## config.mk

```make
export PLATFORM = sky130hd
export DESIGN_NAME = demux_tdm_1to4
export DESIGN_NICKNAME = d
export VERILOG_FILES = /design/src/rtl/demux_pkg.sv /design/src/rtl/demux_lane.sv /design/src/rtl/demux_tdm_1to4.sv
export SDC_FILE = /design/constraint.sdc
export NUM_CORES = 1
export LEC_CHECK = 0
export CAP_MARGIN = 20
export CORE_AREA = 4 4 57 59
export DETAILED_ROUTE_END_ITERATION = 10
export DIE_AREA = 0 0 61 63
export HOLD_SLACK_MARGIN = 0.03
export MAX_ROUTING_LAYER = met4
export PLACE_DENSITY = 0.75
export RECOVER_POWER = 50
export SKIP_CTS_REPAIR_TIMING = 1
export SLEW_MARGIN = 20
export SYNTH_ARGS = -nofsm -noshare
export SYNTH_HDL_FRONTEND = slang
export SYNTH_SLANG_ARGS = --single-unit
```

## constraint.sdc

```tcl
create_clock -name clk -period 2.3 [get_ports clk]
set_input_delay 0.46 -clock clk [delete_from_list [all_inputs] [get_ports clk]]
set_output_delay 0.46 -clock clk [all_outputs]
set_load 0.05 [all_outputs]
```

## src/rtl/demux_pkg.sv

```systemverilog
// Shared constants and helpers for the 1-to-4 TDM demultiplexer.
package demux_pkg;

    localparam int unsigned LANES = 4;
    localparam int unsigned SEL_W = 2;

    typedef logic [SEL_W-1:0] lane_t;

    localparam lane_t LANE_O1 = 2'd0;
    localparam lane_t LANE_O2 = 2'd1;
    localparam lane_t LANE_O3 = 2'd2;
    localparam lane_t LANE_O4 = 2'd3;

    // Slot the counter returns to after a word lands in the last lane.
    localparam lane_t SLOT_WRAP = LANE_O1;

    // Slot that follows a transfer to lane cur.
    function automatic lane_t next_slot(input lane_t cur);
        if (cur == LANE_O4) begin
            return SLOT_WRAP;
        end
        return lane_t'(cur + lane_t'(1));
    endfunction

endpackage

```

## src/rtl/demux_lane.sv

```systemverilog
// One output lane: single-entry holding register with a valid flag.
module demux_lane #(
    parameter int unsigned WIDTH = 4
) (
    input  logic             clk,
    input  logic             rst,
    input  logic             wr_en,
    input  logic [WIDTH-1:0] wr_data,
    input  logic             rd_ready,
    output logic [WIDTH-1:0] data,
    output logic             valid,
    output logic             ready
);

    // Lane can take a word when empty or being drained this cycle.
    assign ready = ~valid | rd_ready;

    // Write has priority over drain so a same-cycle drain+write keeps valid high.
    always_ff @(posedge clk or posedge rst) begin
        if (rst) begin
            data  <= '0;
            valid <= 1'b0;
        end else if (wr_en) begin
            data  <= wr_data;
            valid <= 1'b1;
        end else if (rd_ready) begin
            valid <= 1'b0;
        end
    end

endmodule

```

## src/rtl/demux_tdm_1to4.sv

```systemverilog
// Registered 1-to-4 demultiplexer with direct (S) or TDM slot-counter lane select.
module demux_tdm_1to4
    import demux_pkg::*;
#(
    parameter int unsigned WIDTH = 4
) (
    input  logic             clk,
    input  logic             rst,
    input  logic [WIDTH-1:0] D,
    input  logic             d_valid,
    output logic             d_ready,
    input  logic [SEL_W-1:0] S,
    input  logic             auto_en,
    input  logic             sync,
    output logic [WIDTH-1:0] O1,
    output logic [WIDTH-1:0] O2,
    output logic [WIDTH-1:0] O3,
    output logic [WIDTH-1:0] O4,
    output logic [LANES-1:0] o_valid,
    input  logic [LANES-1:0] o_ready,
    output logic [SEL_W-1:0] slot,
    output logic             frame_done
);

    lane_t            lane_sel;
    logic             xfer;
    logic [LANES-1:0] lane_ready;
    logic [LANES-1:0] lane_wr;
    logic [WIDTH-1:0] lane_data [LANES];

    // Lane select: S in direct mode, slot counter (or O1 on sync) in auto mode.
    always_comb begin
        lane_sel = S;
        if (auto_en) begin
            lane_sel = sync ? LANE_O1 : slot;
        end
    end

    assign d_ready = lane_ready[lane_sel];
    assign xfer    = d_valid & d_ready;

    // Four identical holding lanes; only the selected one is written.
    for (genvar i = 0; i < LANES; i++) begin : g_lane
        assign lane_wr[i] = xfer && (lane_sel == lane_t'(i));

        demux_lane #(.WIDTH(WIDTH)) u_lane (
            .clk      (clk),
            .rst      (rst),
            .wr_en    (lane_wr[i]),
            .wr_data  (D),
            .rd_ready (o_ready[i]),
            .data     (lane_data[i]),
            .valid    (o_valid[i]),
            .ready    (lane_ready[i])
        );
    end

    assign O1 = lane_data[LANE_O1];
    assign O2 = lane_data[LANE_O2];
    assign O3 = lane_data[LANE_O3];
    assign O4 = lane_data[LANE_O4];

    // Slot counter advances only on auto-mode transfers; frame_done flags an auto write to O4.
    always_ff @(posedge clk or posedge rst) begin
        if (rst) begin
            slot       <= LANE_O1;
            frame_done <= 1'b0;
        end else begin
            frame_done <= auto_en && xfer && (lane_sel == LANE_O4);
            if (auto_en) begin
                if (xfer) begin
                    slot <= next_slot(lane_sel);
                end else if (sync) begin
                    slot <= LANE_O1;
                end
            end
        end
    end

endmodule

```

==> results.md <==
* Post-route ant nets at 0
* Initial antenna violation count at 0
* Setup crit end kind: output pin
* Initial core utilization at a little over two fifths
* Worst setup SP type: input port
* LEAKAGE at approximately 0.78 nW
* Final Hold Vio Count at 0
* CTS max path bufs at 2
* Post-Place Setup Slack at -0.341 ns
* Worst hold slack at ~0.51 ns
* Clk slew on worst S/H paths at between 0.1 and 0.15 ns
* DRC errors left at 0
* Final min period at between 2 and 2.5 ns
* Synth cell types at 27
* Layout cells sized above 1 at 26.8%
* CTS tree: yes
* Dpl hpwl at around 2000 um
* VDD IR max at between 0.0008 and 0.0009 V
* Depth of the CTS H-tree at 1
* Synthesized flop and latch total at 23
* Post-synth top area cell: dfrtp_1
* Root buf cell: clkbuf_4
* Area of the multi-input gates at ~540 sq um
* Fmax at 422 MHz
* Power consumption at around 0.0018 W
* Hold WC Path Type: flip-flop to flip-flop
* Fin. max-slew vios at 0
* Max-cap violations at 0
* Final wirelength at roughly 2600 um
* Critical path class: input port to output pin
* Synth Area in Compound Gates at 7.16%
* Pin count of the biggest net entering global routing at 24
* FP Rows at 19
* Antenna cells at 0
* RSZ-0062 raised after global routing: true
* DIE AREA at just under 4000 sq um
* Post-Synth Adder-Cell Area at under 10%
* Sink Count at 23
* DR vias/cell at around 5.0
* Global-route wire length before repair at roughly 4300 um
* DR vias at around 870
* Total GRT Usage at 14.9%
* Relative slew slack at about 20%
* Register area at 577 sq um
* Syn avg cell area at 12.6 sq um
* Die height at between 60 and 70 um
* Seq/Total Area, Yosys at 49.1%
* Synth-to-Final Area Change at 45.0%
* Fill count at 241
* Top cells by area, synth: dfrtp_1 49%, mux2_2 12%, nor2_8 5.1%, mux2_1 4.8%, ha_1 4.3%
* Cells after Synth at a little over 90
* Mapped Area at approximately 1200 sq um
* Vias in the first global route at just under 1000
* Routability-driven placement congestion ratio at just over 0.9
* Run status: complete, but fails checks
* Combinational family with the most area after synthesis: simple AND/OR/NAND/NOR gates
* Crit path DAT at around 1.9 ns
* Number of top-level pins at 39
* Area after DPL at between 1500 and 2000 sq um
* DRT Pass-1 Iters at 4
* Yosys top cell area share at 49.1%
* Post-synth net total at ~110
* CTS buffer count at 3
* Design area at around 1700 sq um
* Final setup skew at around 0.0012 ns
* Crit Path Max Fanout at 3
* Port bufs at 38
* Core area at around 2700 sq um
* # setup viols final at 1
* WL/cell at approximately 15 um
* Worst setup margin at -0.0688 ns
* Final Cycle Share at 103%
* Worst-Margin Slew at 1.20 ns
* Post-layout util at between 60% and 70%
* Synth Area in XOR/XNOR at 0%
* Multiplexer area fraction after synthesis at between 15 and 20%
* Chip Width at approximately 61 um
* Synth Area in Simple Gates at around 16%
* Global route overflow at 0
* Yosys warnings at 0
* Clk_lat worst skew at around 0.29 ns
* Initial drt markers at 50
* Worst Path Required at 1.84 ns
* Violated checks: setup timing
* Nets at 162
* Pwr/cell area at approximately 1100 nW/um^2
==> registers in the layout, summed over array words and instances, names as in the netlist <==
| name | flops |
|---|---|
| frame_done | 1 |
| g_lane.u_lane.data | 16 |
| slot | 2 |
| g_lane.u_lane.valid | 4 |
==> logic make-up (layout without fill, tap and decap cells) <==
kind of cell             Yosys count  count (layout)
buffers and inverters             13              62
AO/OA/AOI/OAI                     11              11
adder cells (fa/ha/maj)            4               4
AND/OR/NAND/NOR                   25              25
multiplexers                      17              17
flip-flops                        23              23
==> report_power, final <==
part	internal (W)	switching (W)	total, W	leakage [nW]
clock	0.0000674	0.000109	0.000176	0.0150
combinational	0.000379	0.000647	0.00103	0.486
sequential	0.000530	0.0000700	0.000600	0.282
==> synthesized netlist by cell type <==
| library cell | count |
|---|---|
| and2_1 | 1 |
| a21boi_0 | 1 |
| a311o_1 | 1 |
| dfrtp_1 | 23 |
| o22ai_1 | 1 |
| nor2b_1 | 2 |
| inv_1 | 7 |
| or2_1 | 1 |
| o32a_1 | 1 |
| o32ai_2 | 1 |
| nor2_8 | 3 |
| nor4_1 | 1 |
| nor2_1 | 1 |
| nand2b_1 | 4 |
| o32ai_1 | 1 |
| nand3b_1 | 1 |
| and4_1 | 1 |
| o21ai_0 | 3 |
| nand2_1 | 7 |
| and3b_1 | 2 |
| mux2_1 | 5 |
| mux2_2 | 12 |
| nor2_4 | 1 |
| buf_6 | 2 |
| ha_1 | 4 |
| a21oi_1 | 2 |
| buf_4 | 4 |
==> through the flow <==
step	TNS [ns]	std cells
floorplan	0	93
global placement	-5.11	165
detailed placement	-6.11	165
CTS	-0.408	169
global route	-0.276	173
finish	-0.0688	173
==> path summary, 6_finish.rpt <==
check / slack, ns / from / to / cells past startpoint
max in group asynchronous: 0.54 / rst / slot[0]$_DFFE_PP0P_ / 3
min in group asynchronous: 0.97 / rst / slot[1]$_DFFE_PP0P_ / 3
max reg2reg: 0.08 / slot[1]$_DFFE_PP0P_ / g_lane[2].u_lane.data[2]$_DFFE_PP0P_ / 7
min: 0.51 / g_lane[2].u_lane.data[3]$_DFFE_PP0P_ / g_lane[2].u_lane.data[3]$_DFFE_PP0P_ / 1
min reg2reg: 0.51 / g_lane[2].u_lane.data[3]$_DFFE_PP0P_ / g_lane[2].u_lane.data[3]$_DFFE_PP0P_ / 1
max: -0.07 / S[0] / d_ready / 6
==> area by class of cell <==
class	instances	share of cell area, %
Sequential cell	23	34.0
Tap cell	31	2.28
Inverter	7	1.77
Timing Repair Buffer	51	28.7
Multi-Input combinational cell	57	31.8
Clock buffer	4	1.55
==> cell usage in the layout, fill, tap and decap left out, types with 2 or more instances in the layout <==
cell,n
and3b_1,2
o32ai_2,2
nand2_1,7
dlymetal6s2s_1,3
nor2_8,3
nand2b_1,3
inv_1,6
dfrtp_1,22
mux2_2,12
buf_4,12
o21ai_0,3
clkbuf_1,2
mux2_1,5
a21oi_1,2
clkdlybuf4s50_1,33
clkbuf_4,3
ha_1,4
==> worst max-delay path: stages <==
cell and delay (ns):
clkdlybuf4s50_1 0.48, nor2b_1 0.25, nor4_1 0.09, o32a_1 0.36, clkinvlp_4 0.12, buf_8 0.14
==> layer usage <==
metal	wire length [um]	GRT usage (%)	vias up	share of wire, %
met5	0	-	-	0
met4	24	4.07	0	0.91
met3	147	2.69	2	5.6
met2	1310	23.4	36	49
met1	1170	19.5	415	44
li1	-	-	416	-
(Power assumes the default switching activity.)
